File: config.mk
export PLATFORM = sky130hd
export DESIGN_NAME = cp0_unit
export DESIGN_NICKNAME = d
export VERILOG_FILES = /design/src/rtl/cp0_pkg.sv /design/src/rtl/cp0_timer.sv /design/src/rtl/cp0_unit.sv
export SDC_FILE = /design/constraint.sdc
export NUM_CORES = 1
export LEC_CHECK = 0
export BUFFER_PORTS_ARGS = -buffer_cell sky130_fd_sc_hd__clkbuf_2
export CAP_MARGIN = 20
export CORE_AREA = 2 2 129 131
export DETAILED_ROUTE_END_ITERATION = 12
export DIE_AREA = 0 0 131 133
export SKIP_LAST_GASP = 1
export SYNTH_ARGS = -nofsm -noshare
export SYNTH_HDL_FRONTEND = slang
export SYNTH_SLANG_ARGS = --single-unit
File: constraint.sdc
create_clock -name clk -period 1.3 [get_ports clk]
set_clock_uncertainty 0.15 [all_clocks]
set_input_delay 0.065 -clock clk [delete_from_list [all_inputs] [get_ports clk]]
set_output_delay 0.065 -clock clk [all_outputs]
set_load 0.02 [all_outputs]
File: src/rtl/cp0_pkg.sv
// Shared CP0 constants: register indices, ExcCodes, Cause field positions and the
// same-cycle request arbitration used by cp0_unit.
package cp0_pkg;

  localparam logic [4:0] REG_COUNT   = 5'd9;
  localparam logic [4:0] REG_COMPARE = 5'd11;
  localparam logic [4:0] REG_STATUS  = 5'd12;
  localparam logic [4:0] REG_CAUSE   = 5'd13;
  localparam logic [4:0] REG_EPC     = 5'd14;

  localparam logic [4:0] EXC_SYSCALL = 5'd8;
  localparam logic [4:0] EXC_BREAK   = 5'd9;
  localparam logic [4:0] EXC_TEQ     = 5'd13;

  localparam int CAUSE_EXC_LO = 2;
  localparam int CAUSE_EXC_HI = 6;
  localparam int CAUSE_SW_LO  = 8;
  localparam int CAUSE_SW_HI  = 9;
  localparam int CAUSE_TI     = 15;

  typedef enum logic [1:0] {
    OP_NONE,
    OP_EXC,
    OP_ERET,
    OP_MTC0
  } cp0_op_e;

  // Exactly one request wins per cycle; the others are discarded entirely.
  function automatic cp0_op_e resolve_op(input logic exc, input logic eret, input logic mtc0);
    cp0_op_e op;
    op = OP_NONE;
    if (exc)       op = OP_EXC;
    else if (eret) op = OP_ERET;
    else if (mtc0) op = OP_MTC0;
    return op;
  endfunction

endpackage

File: src/rtl/cp0_timer.sv
// Count/Compare timer with a sticky match flag that feeds Cause[15].
// Only instantiated when CP0_TIMER_EN is defined.
module cp0_timer
  import cp0_pkg::*;
(
  input  logic        clk,
  input  logic        reset,
  input  logic        count_we,
  input  logic        compare_we,
  input  logic [31:0] wdata,
  output logic [31:0] count,
  output logic [31:0] compare,
  output logic        ti_flag
);

  logic [31:0] count_reg;
  logic [31:0] compare_reg;
  logic        ti_flag_reg;

  always_ff @(posedge clk or negedge reset) begin
    if (!reset) begin
      count_reg   <= '0;
      compare_reg <= '0;
      ti_flag_reg <= 1'b0;
    end else begin
      count_reg <= count_we ? wdata : count_reg + 32'd1;
      if (compare_we) compare_reg <= wdata;
      // Writing Compare acknowledges the interrupt, even against a same-cycle match.
      if (compare_we)
        ti_flag_reg <= 1'b0;
      else if ((compare_reg != 32'd0) && (count_reg == compare_reg))
        ti_flag_reg <= 1'b1;
    end
  end

  assign count   = count_reg;
  assign compare = compare_reg;
  assign ti_flag = ti_flag_reg;

endmodule

File: src/rtl/cp0_unit.sv
// Coprocessor-0 responder: Status/Cause/EPC, exception entry and eret bookkeeping.
// Optional Count/Compare timer interrupt is enabled by defining CP0_TIMER_EN.
module cp0_unit
  import cp0_pkg::*;
#(
  parameter logic [31:0] EXC_VECTOR  = 32'h0040_0004,
  parameter logic [31:0] STATUS_RST  = 32'h0000_000F,
  parameter int          STACK_SHIFT = 5
) (
  input  logic        clk,
  input  logic        reset,
  input  logic        cpu_cp0_mfc0,
  input  logic        cpu_cp0_mtc0,
  input  logic [4:0]  cpu_cp0_rd,
  input  logic [31:0] cpu_cp0_wdata,
  input  logic [31:0] cpu_cp0_pc,
  input  logic        cpu_cp0_exception,
  input  logic [4:0]  cpu_cp0_cause,
  input  logic        cpu_cp0_eret,
  output logic [31:0] cp0_cpu_rdata,
  output logic [31:0] cp0_cpu_status,
  output logic [31:0] cp0_cpu_exc_addr,
  output logic        cp0_cpu_intr
);

  logic [31:0] status_reg;
  logic [31:0] epc_reg;
  logic [4:0]  exc_code_reg;
  logic [1:0]  sw_ip_reg;
  logic [31:0] cause_word;
  logic [31:0] count_val;
  logic [31:0] compare_val;
  logic        ti_flag;
  logic        mtc0_en;
  cp0_op_e     op;

  assign op      = resolve_op(cpu_cp0_exception, cpu_cp0_eret, cpu_cp0_mtc0);
  assign mtc0_en = (op == OP_MTC0);

  always_ff @(posedge clk or negedge reset) begin
    if (!reset) begin
      status_reg   <= STATUS_RST;
      epc_reg      <= '0;
      exc_code_reg <= '0;
      sw_ip_reg    <= '0;
    end else begin
      case (op)
        OP_EXC: begin
          epc_reg      <= cpu_cp0_pc;
          exc_code_reg <= cpu_cp0_cause;
          status_reg   <= status_reg << STACK_SHIFT;
        end
        OP_ERET: status_reg <= status_reg >> STACK_SHIFT;
        OP_MTC0: begin
          case (cpu_cp0_rd)
            REG_STATUS: status_reg <= cpu_cp0_wdata;
            REG_CAUSE:  sw_ip_reg  <= cpu_cp0_wdata[CAUSE_SW_HI:CAUSE_SW_LO];
            REG_EPC:    epc_reg    <= cpu_cp0_wdata;
            default: ;
          endcase
        end
        default: ;
      endcase
    end
  end

`ifdef CP0_TIMER_EN
  cp0_timer u_timer (
    .clk        (clk),
    .reset      (reset),
    .count_we   (mtc0_en && (cpu_cp0_rd == REG_COUNT)),
    .compare_we (mtc0_en && (cpu_cp0_rd == REG_COMPARE)),
    .wdata      (cpu_cp0_wdata),
    .count      (count_val),
    .compare    (compare_val),
    .ti_flag    (ti_flag)
  );
  assign cp0_cpu_intr = ti_flag & status_reg[0];
`else
  assign count_val    = '0;
  assign compare_val  = '0;
  assign ti_flag      = 1'b0;
  assign cp0_cpu_intr = 1'b0;
`endif

  // Only the architected Cause fields exist; everything else reads as zero.
  always_comb begin
    cause_word = '0;
    cause_word[CAUSE_TI] = ti_flag;
    cause_word[CAUSE_SW_HI:CAUSE_SW_LO] = sw_ip_reg;
    cause_word[CAUSE_EXC_HI:CAUSE_EXC_LO] = exc_code_reg;
  end

  always_comb begin
    cp0_cpu_rdata = '0;
    if (cpu_cp0_mfc0) begin
      case (cpu_cp0_rd)
        REG_STATUS:  cp0_cpu_rdata = status_reg;
        REG_CAUSE:   cp0_cpu_rdata = cause_word;
        REG_EPC:     cp0_cpu_rdata = epc_reg;
        REG_COUNT:   cp0_cpu_rdata = count_val;
        REG_COMPARE: cp0_cpu_rdata = compare_val;
        default:     cp0_cpu_rdata = '0;
      endcase
    end
  end

  assign cp0_cpu_status   = status_reg;
  assign cp0_cpu_exc_addr = cpu_cp0_eret ? epc_reg : EXC_VECTOR;

endmodule

==> flow_metrics.env, run 1 <==
export IMPL_first_pass_iters=5
export IMPL_cts_sinks=71
export IMPL_p_comb_share_pct=38.7
export IMPL_crit_fanout=2
export IMPL_postRouteAntennaNets=0
export IMPL_die_w_um=131
export IMPL_critPathLaunchType="flop"
export IMPL_hpwl_um=13700
export IMPL_die_h_um=133
export IMPL_area_growth_pct=74.9
export IMPL_finalSetupTns_ns=-3.51
export IMPL_seq_power_share_pct=33.0
export IMPL_slew_violations=0
export IMPL_drt_iter0_markers=404
export IMPL_ys_seq_area_share_pct=37.4
export IMPL_wirelength_um=20600
export IMPL_die_area_um2=17400
export IMPL_grt_setup_unrepaired="true"
export IMPL_internal_power_mw=5.50
export IMPL_p_sw_share_pct=34.1
export IMPL_port_buffers=175
export IMPL_setup_violations=42
export IMPL_vias=5699
export IMPL_nFillCells=1442
export IMPL_wl_per_cell_um=19.3
export IMPL_num_rows=47
export IMPL_grt_pass1_vias=5660
export IMPL_synth_seq_cells=71
export IMPL_grt_max_degree=72
export IMPL_place_inst=931
export IMPL_status="finished, violations left"
export IMPL_stdcell_count=1065
export IMPL_violations="negative setup slack"
export IMPL_path_clk_slew_ns=0.06
export IMPL_postSynthNetCount=600
export IMPL_regArea_um2=1800
export IMPL_p_leak_nw=3.74
export IMPL_grtUsageTotal_pct=23.3
export IMPL_multiInputGateArea_um2=2880
export IMPL_vdd_ir_drop_max_mv=0.745
export IMPL_switching_power_mw=2.84
export IMPL_end_kind="primary output"
export IMPL_clk_latency_ns=0.35
export IMPL_powerDensity_nw_per_um2=1000
export IMPL_clock_path_buffers=2
export IMPL_grt_overflow=0
export IMPL_cts_made_buffers=9
export IMPL_cp_arrival_ns=1.47
export IMPL_vias_per_cell=5.35
export IMPL_synth_cells=520
export IMPL_layout_setup_ws_ns=-0.389
export IMPL_cts_tree="built"
export IMPL_synthDistinctLibCells=47
export IMPL_finalHoldViolCount=0
export IMPL_final_period_utilization_pct=130
export IMPL_yosysWarnings=0
export IMPL_globalplace_congestion=0.876
export IMPL_antenna_cells=0
export IMPL_initial_utilization_pct=29.4
export IMPL_cts_root_buf="clkbuf_16"
export IMPL_period_needed_ns=1.69
export IMPL_antenna_found_initial=0
export IMPL_hold_path_class="primary input to flop"
export IMPL_synth_area_um2=4760
export IMPL_synthArstFlopShare_pct=100
export IMPL_critPathKind="flop to primary output"
export IMPL_timing_fmax_mhz=592
export IMPL_cap_violations=0
export IMPL_htree_num_levels=3
export IMPL_ioPinCount=177
export IMPL_synth_edf_count=0
export IMPL_postSynthAreaPerCell_um2=9.15
export IMPL_clkPwrFrac_pct=28.4
export IMPL_grt_pass1_wl_um=31300
export IMPL_core_area_um2=16200
export IMPL_nets=920
export IMPL_synth_flop_cell="dfrtp_1"
export IMPL_drcViolationCount=0
export IMPL_worst_ep_required_time_ns=1.09
export IMPL_layout_drive_gt1_share_pct=47.6
-- final timing paths --
kind / slack, ns / start / end / depth (start not counted)
setup / recovery: -0.39 / cp0_cpu_status[3]$_DFFE_PN1P_ / cp0_cpu_rdata[3] / 4
hold / removal: 0.03 / cpu_cp0_wdata[19] / cp0_cpu_status[19]$_DFFE_PN0P_ / 4
setup reg to reg: -0.09 / cp0_cpu_status[26]$_DFFE_PN0P_ / cp0_cpu_status[31]$_DFFE_PN0P_ / 4
hold reg to reg: 0.36 / exc_code_reg[1]$_DFFE_PN0P_ / exc_code_reg[1]$_DFFE_PN0P_ / 1
max in group asynchronous: 0.51 / reset / cp0_cpu_status[15]$_DFFE_PN0P_ / 3
min in group asynchronous: 0.14 / reset / exc_code_reg[0]$_DFFE_PN0P_ / 3
-- cell usage after synthesis (all sizes together), types with 5 or more instances --
master	count	area, µm²
a31oi	8	50.1
dfrtp	67	1680
inv	7	26.3
a41oi	32	280
or2	8	50.1
o21ai	48	244
a2bb2oi	32	280
a21oi	8	43.8
a221oi	6	52.6
a22o	10	87.6
or4b	7	70.1
nand2	9	33.8
nor2b	5	31.3
o211ai	21	158
o31ai	12	90.1
mux2i	32	320
clkbuf	31	116
and2	30	188
mux2	10	113
nor2	61	229
o221ai	7	61.3
buf	35	214
-- power groups by stage --
stage          clock network, mW  logic, mW  registers [mW]
6_report                    2.37       3.23            2.75
5_1_grt                     2.53       3.43            2.78
4_1_cts                     2.41       2.93            2.73
3_5_place_dp                   0       2.20            2.86
3_3_place_gp                   0       2.19            2.85
2_1_floorplan                  0       1.04            2.94
-- cells in the final DEF (no fill, tap or decap), types with 6 or more instances in the layout --
cell / count
clkbuf_8: 6
nor2_1: 57
o21ai_0: 38
mux2i_1: 32
o21ai_1: 6
buf_4: 125
a41oi_1: 32
o211ai_1: 21
a22o_1: 10
dfrtp_1: 54
dfrtp_2: 13
a31oi_1: 8
buf_8: 10
mux2_2: 9
inv_1: 7
and2_1: 25
o31ai_1: 7
clkbuf_2: 109
a2bb2oi_1: 32
nand2_1: 9
buf_2: 12
buf_6: 32
clkbuf_16: 9
or2_4: 7
dlygate4sd3_1: 70
buf_12: 12
-- per-stage QoR --
| step | utilization (%) | total power, mW | area [µm²] | setup slack [ns] | hold slack [ns] |
|---|---|---|---|---|---|
| final | 51.5 | 8.35 | 8320 | -0.389 | 0.0263 |
| after detailed placement | 39.9 | 5.06 | 6450 | -0.197 | -0.0248 |
| after global routing | 51.5 | 8.74 | 8320 | -0.429 | 0.0693 |
| after floorplan | - | 3.98 | 4840 | -0.0562 | -0.381 |
| after CTS | 49.4 | 8.07 | 7990 | -0.378 | 0.0232 |
| after global placement | 39.9 | 5.05 | 6450 | -0.156 | -0.0256 |
-- layer usage --
layer	track usage, %	up-vias	share of wire (%)
li1	-	2607	-
met1	31.3	2814	43
met2	37.9	228	48
met3	3.32	50	5.0
met4	8.69	0	3.1
met5	0	-	0
-- cells by family (layout without fill, tap and decap cells) --
group	after synthesis	in the layout	synth area share (%)
AOI/OAI and AO/OA	195	195	30.5
buffers and inverters	73	398	7.49
DFF	71	71	37.4
muxes	42	42	9.10
other	1	1	0.0788
and+or+nand+nor	138	138	15.4
-- critical path: stages (launching register included) --
cell     delay (ns)
dfstp_2        0.54
mux2i_1        0.07
or2_4          0.24
a21oi_4        0.14
buf_8          0.13
-- area by class of cell --
type | instances | area share [%]
multi-input combinational | 376 | 34.6
clock inverter | 5 | 0.406
clock buffer | 11 | 2.92
sequential | 71 | 21.6
tap | 220 | 3.31
inverter | 7 | 0.316
timing repair buffer | 375 | 36.8
-- timing repair --
action	in CTS	in global routing
pin swaps	8	23
hold buffers	70	0
setup buffers	47	8
gates resized for setup	66	142
endpoints found under the setup margin	44	77
endpoints found under the hold margin	122	0
Power figures use the tool's default switching activity.
==> inputs of run 2 (changes only) <==
- SYNTH_HIERARCHICAL: default -> 1
- clock period: 1.3 -> 2 ns (I/O delays scaled with it)
==> flow_metrics.env, run 2 <==
export IMPL_path_clk_slew_ns=0.06
export IMPL_synthArstFlopShare_pct=100
export IMPL_crit_start="cpu_cp0_mtc0"
export IMPL_clock_path_buffers=2
export IMPL_timing_fmax_mhz=528
export IMPL_grt_max_degree=50
export IMPL_area_growth_pct=46.4
export IMPL_cts_made_buffers=9
export IMPL_netlist_top_cells_count="67 x dfrtp_1, 61 x nor2_1, 45 x o21ai_0"
export IMPL_status="finished clean"
export IMPL_layout_cells_most_common="clkbuf_2"
export IMPL_antenna_cells=0
export IMPL_die_area_um2=17400
export IMPL_critPathLaunchType="primary input"
export IMPL_htree_num_levels=3
export IMPL_crit_fanout=19
export IMPL_stdcell_count=970
export IMPL_end_kind="flop"
export IMPL_yosysWarnings=6
export IMPL_cap_violations=0
export IMPL_antenna_found_initial=0
export IMPL_num_rows=47
export IMPL_grt_pass1_vias=5208
export IMPL_r2r_cells=3
export IMPL_layout_drive_gt1_share_pct=33.5
export IMPL_hpwl_um=12500
export IMPL_worst_ep_required_time_ns=2.13
export IMPL_synth_area_leader_cell="dfrtp_1"
export IMPL_hold_path_class="primary input to flop"
export IMPL_wl_per_cell_um=19.2
export IMPL_finalHoldViolCount=0
export IMPL_postSynthAreaPerCell_um2=9.15
export IMPL_cp_endpoint="epc_reg[31]$_DFFE_PN0P_"
export IMPL_critPathKind="primary input to flop"
export IMPL_cp_arrival_ns=2.02
export IMPL_period_needed_ns=1.89
export IMPL_postSynthNetCount=600
export IMPL_ys_seq_area_share_pct=37.4
export IMPL_die_h_um=133
export IMPL_wirelength_um=18700
export IMPL_slew_violations=0
export IMPL_p_leak_nw=3.07
export IMPL_post_place_ws_ns=0.0353
export IMPL_nets=825
export IMPL_switching_power_mw=1.66
export IMPL_reg2reg_slack_ns=0.56
export IMPL_vias_per_cell=5.31
export IMPL_ioPinCount=177
export IMPL_seq_power_share_pct=37.3
export IMPL_powerDensity_nw_per_um2=718
export IMPL_finalSetupTns_ns=0
export IMPL_cts_tree="built"
export IMPL_core_area_um2=16200
export IMPL_postRouteAntennaNets=0
export IMPL_post_cts_resized=0
export IMPL_grt_overflow=0
export IMPL_internal_power_mw=3.34
export IMPL_clk_latency_ns=0.34
export IMPL_first_pass_iters=4
export IMPL_r2r_end="epc_reg[13]$_DFFE_PN0P_"
export IMPL_synthDistinctLibCells=47
export IMPL_final_period_utilization_pct=94.7
export IMPL_globalplace_congestion=0.813
export IMPL_clkPwrFrac_pct=35.0
export IMPL_cts_root_buf="clkbuf_16"
export IMPL_drt_iter0_markers=372
export IMPL_layout_common_cells="172 x clkbuf_2, 79 x dlygate4sd3_1, 67 x dfrtp_1"
export IMPL_cts_sinks=71
export IMPL_hold_slack_ns=0.0246
export IMPL_synth_most_common_cell="dfrtp_1"
export IMPL_vias=5154
export IMPL_place_inst=874
export IMPL_r2r_start="epc_reg[13]$_DFFE_PN0P_"
export IMPL_grtUsageTotal_pct=21.6
export IMPL_p_sw_share_pct=33.2
export IMPL_setup_violations=0
export IMPL_synth_seq_cells=71
export IMPL_vdd_ir_drop_max_mv=0.465
export IMPL_grt_pass1_wl_um=29200
export IMPL_port_buffers=175
export IMPL_synth_flop_cell="dfrtp_1"
export IMPL_die_w_um=131
export IMPL_synth_area_um2=4760
export IMPL_initial_utilization_pct=29.4
export IMPL_p_comb_share_pct=27.7
export IMPL_drcViolationCount=0
export IMPL_yosysTopAreaCellShare_pct=35.2
export IMPL_fin_util_pct=43.1
export IMPL_synth_edf_count=0
export IMPL_netlist_top_cells_area="dfrtp_1 35%, mux2i_1 6.7%, a2bb2oi_1 5.9%, a41oi_1 5.9%, nor2_1 4.8%"
export IMPL_grt_setup_unrepaired="false"
export IMPL_synth_cells=520
export IMPL_layout_setup_ws_ns=0.107
## run 2: cell counts after synthesis
No cell type changed its count.
## run 2: what timing repair did
item | in CTS | in global routing
hold endpoints to repair | 117 | 0
buffers inserted | 0 | 0
hold buffers | 79 | 0
## run 2: worst max-delay path, cell delays in order
cell and delay (ns):
clkbuf_2 0.35, nor2b_4 0.41, buf_4 0.28, a41oi_1 0.14, a2bb2oi_1 0.17, dlygate4sd3_1 0.57
## run 2: per-layer routing
| layer | global-route usage (%) | vias up | wire, µm | share of wire, % |
|---|---|---|---|---|
| met2 | 34.2 | 189 | 8980 | 48 |
| li1 | - | 2423 | - | - |
| met3 | 2.18 | 26 | 821 | 4.4 |
| met4 | 7.98 | 0 | 378 | 2.0 |
| met1 | 30.5 | 2516 | 8480 | 45 |
| met5 | 0 | - | 0 | 0 |
## run 2: how the worst min path moves through the flow
stage                                 start                             end  slack (ns)  depth (start not counted)
final                     cpu_cp0_wdata[15]  cp0_cpu_status[15]$_DFFE_PN0P_        0.02                          3
after global placement                reset          epc_reg[4]$_DFFE_PN0P_       -0.06                          1
after CTS                 cpu_cp0_wdata[15]  cp0_cpu_status[15]$_DFFE_PN0P_        0.02                          3
after floorplan                       reset  cp0_cpu_status[10]$_DFFE_PN0P_       -0.35                          0
after global routing      cpu_cp0_wdata[31]  cp0_cpu_status[31]$_DFFE_PN0P_        0.05                          3
after detailed placement              reset          epc_reg[3]$_DFFE_PN0P_       -0.06                          1
## run 2: logic make-up (layout without fill, tap and decap cells)
kind of cell    Yosys count  count (layout)  synth area share (%)
mux                      42              42                  9.10
buf+inv                  73             303                  7.49
other cells               1               1                0.0788
compound gates          195             195                  30.5
simple gates            138             138                  15.4
flops                    71              71                  37.4
## run 2: power groups by stage
stage,Sequential (mW),Combinational [mW],Clock [mW]
floorplan,1.91,0.659,0
global placement,1.89,1.21,0
detailed placement,1.89,1.22,0
CTS,1.87,1.38,1.78
global route,1.89,1.51,1.83
finish,1.87,1.38,1.75
## run 2: area by class of cell
class,instances,area (µm²)
timing repair buffer,280,1920
fill,1602,9200
inverter,7,26.3
clock buffer,10,229
multi-input combinational,376,2650
tap,220,275
sequential,71,1780
clock inverter,6,85.1
## run 2: metrics by stage
| stage | instance area (µm²) | power (mW) |
|---|---|---|
| floorplan | 4760 | 2.56 |
| global placement | 5850 | 3.10 |
| detailed placement | 5850 | 3.12 |
| CTS | 6950 | 5.03 |
| global route | 6970 | 5.23 |
| finish | 6970 | 5.00 |
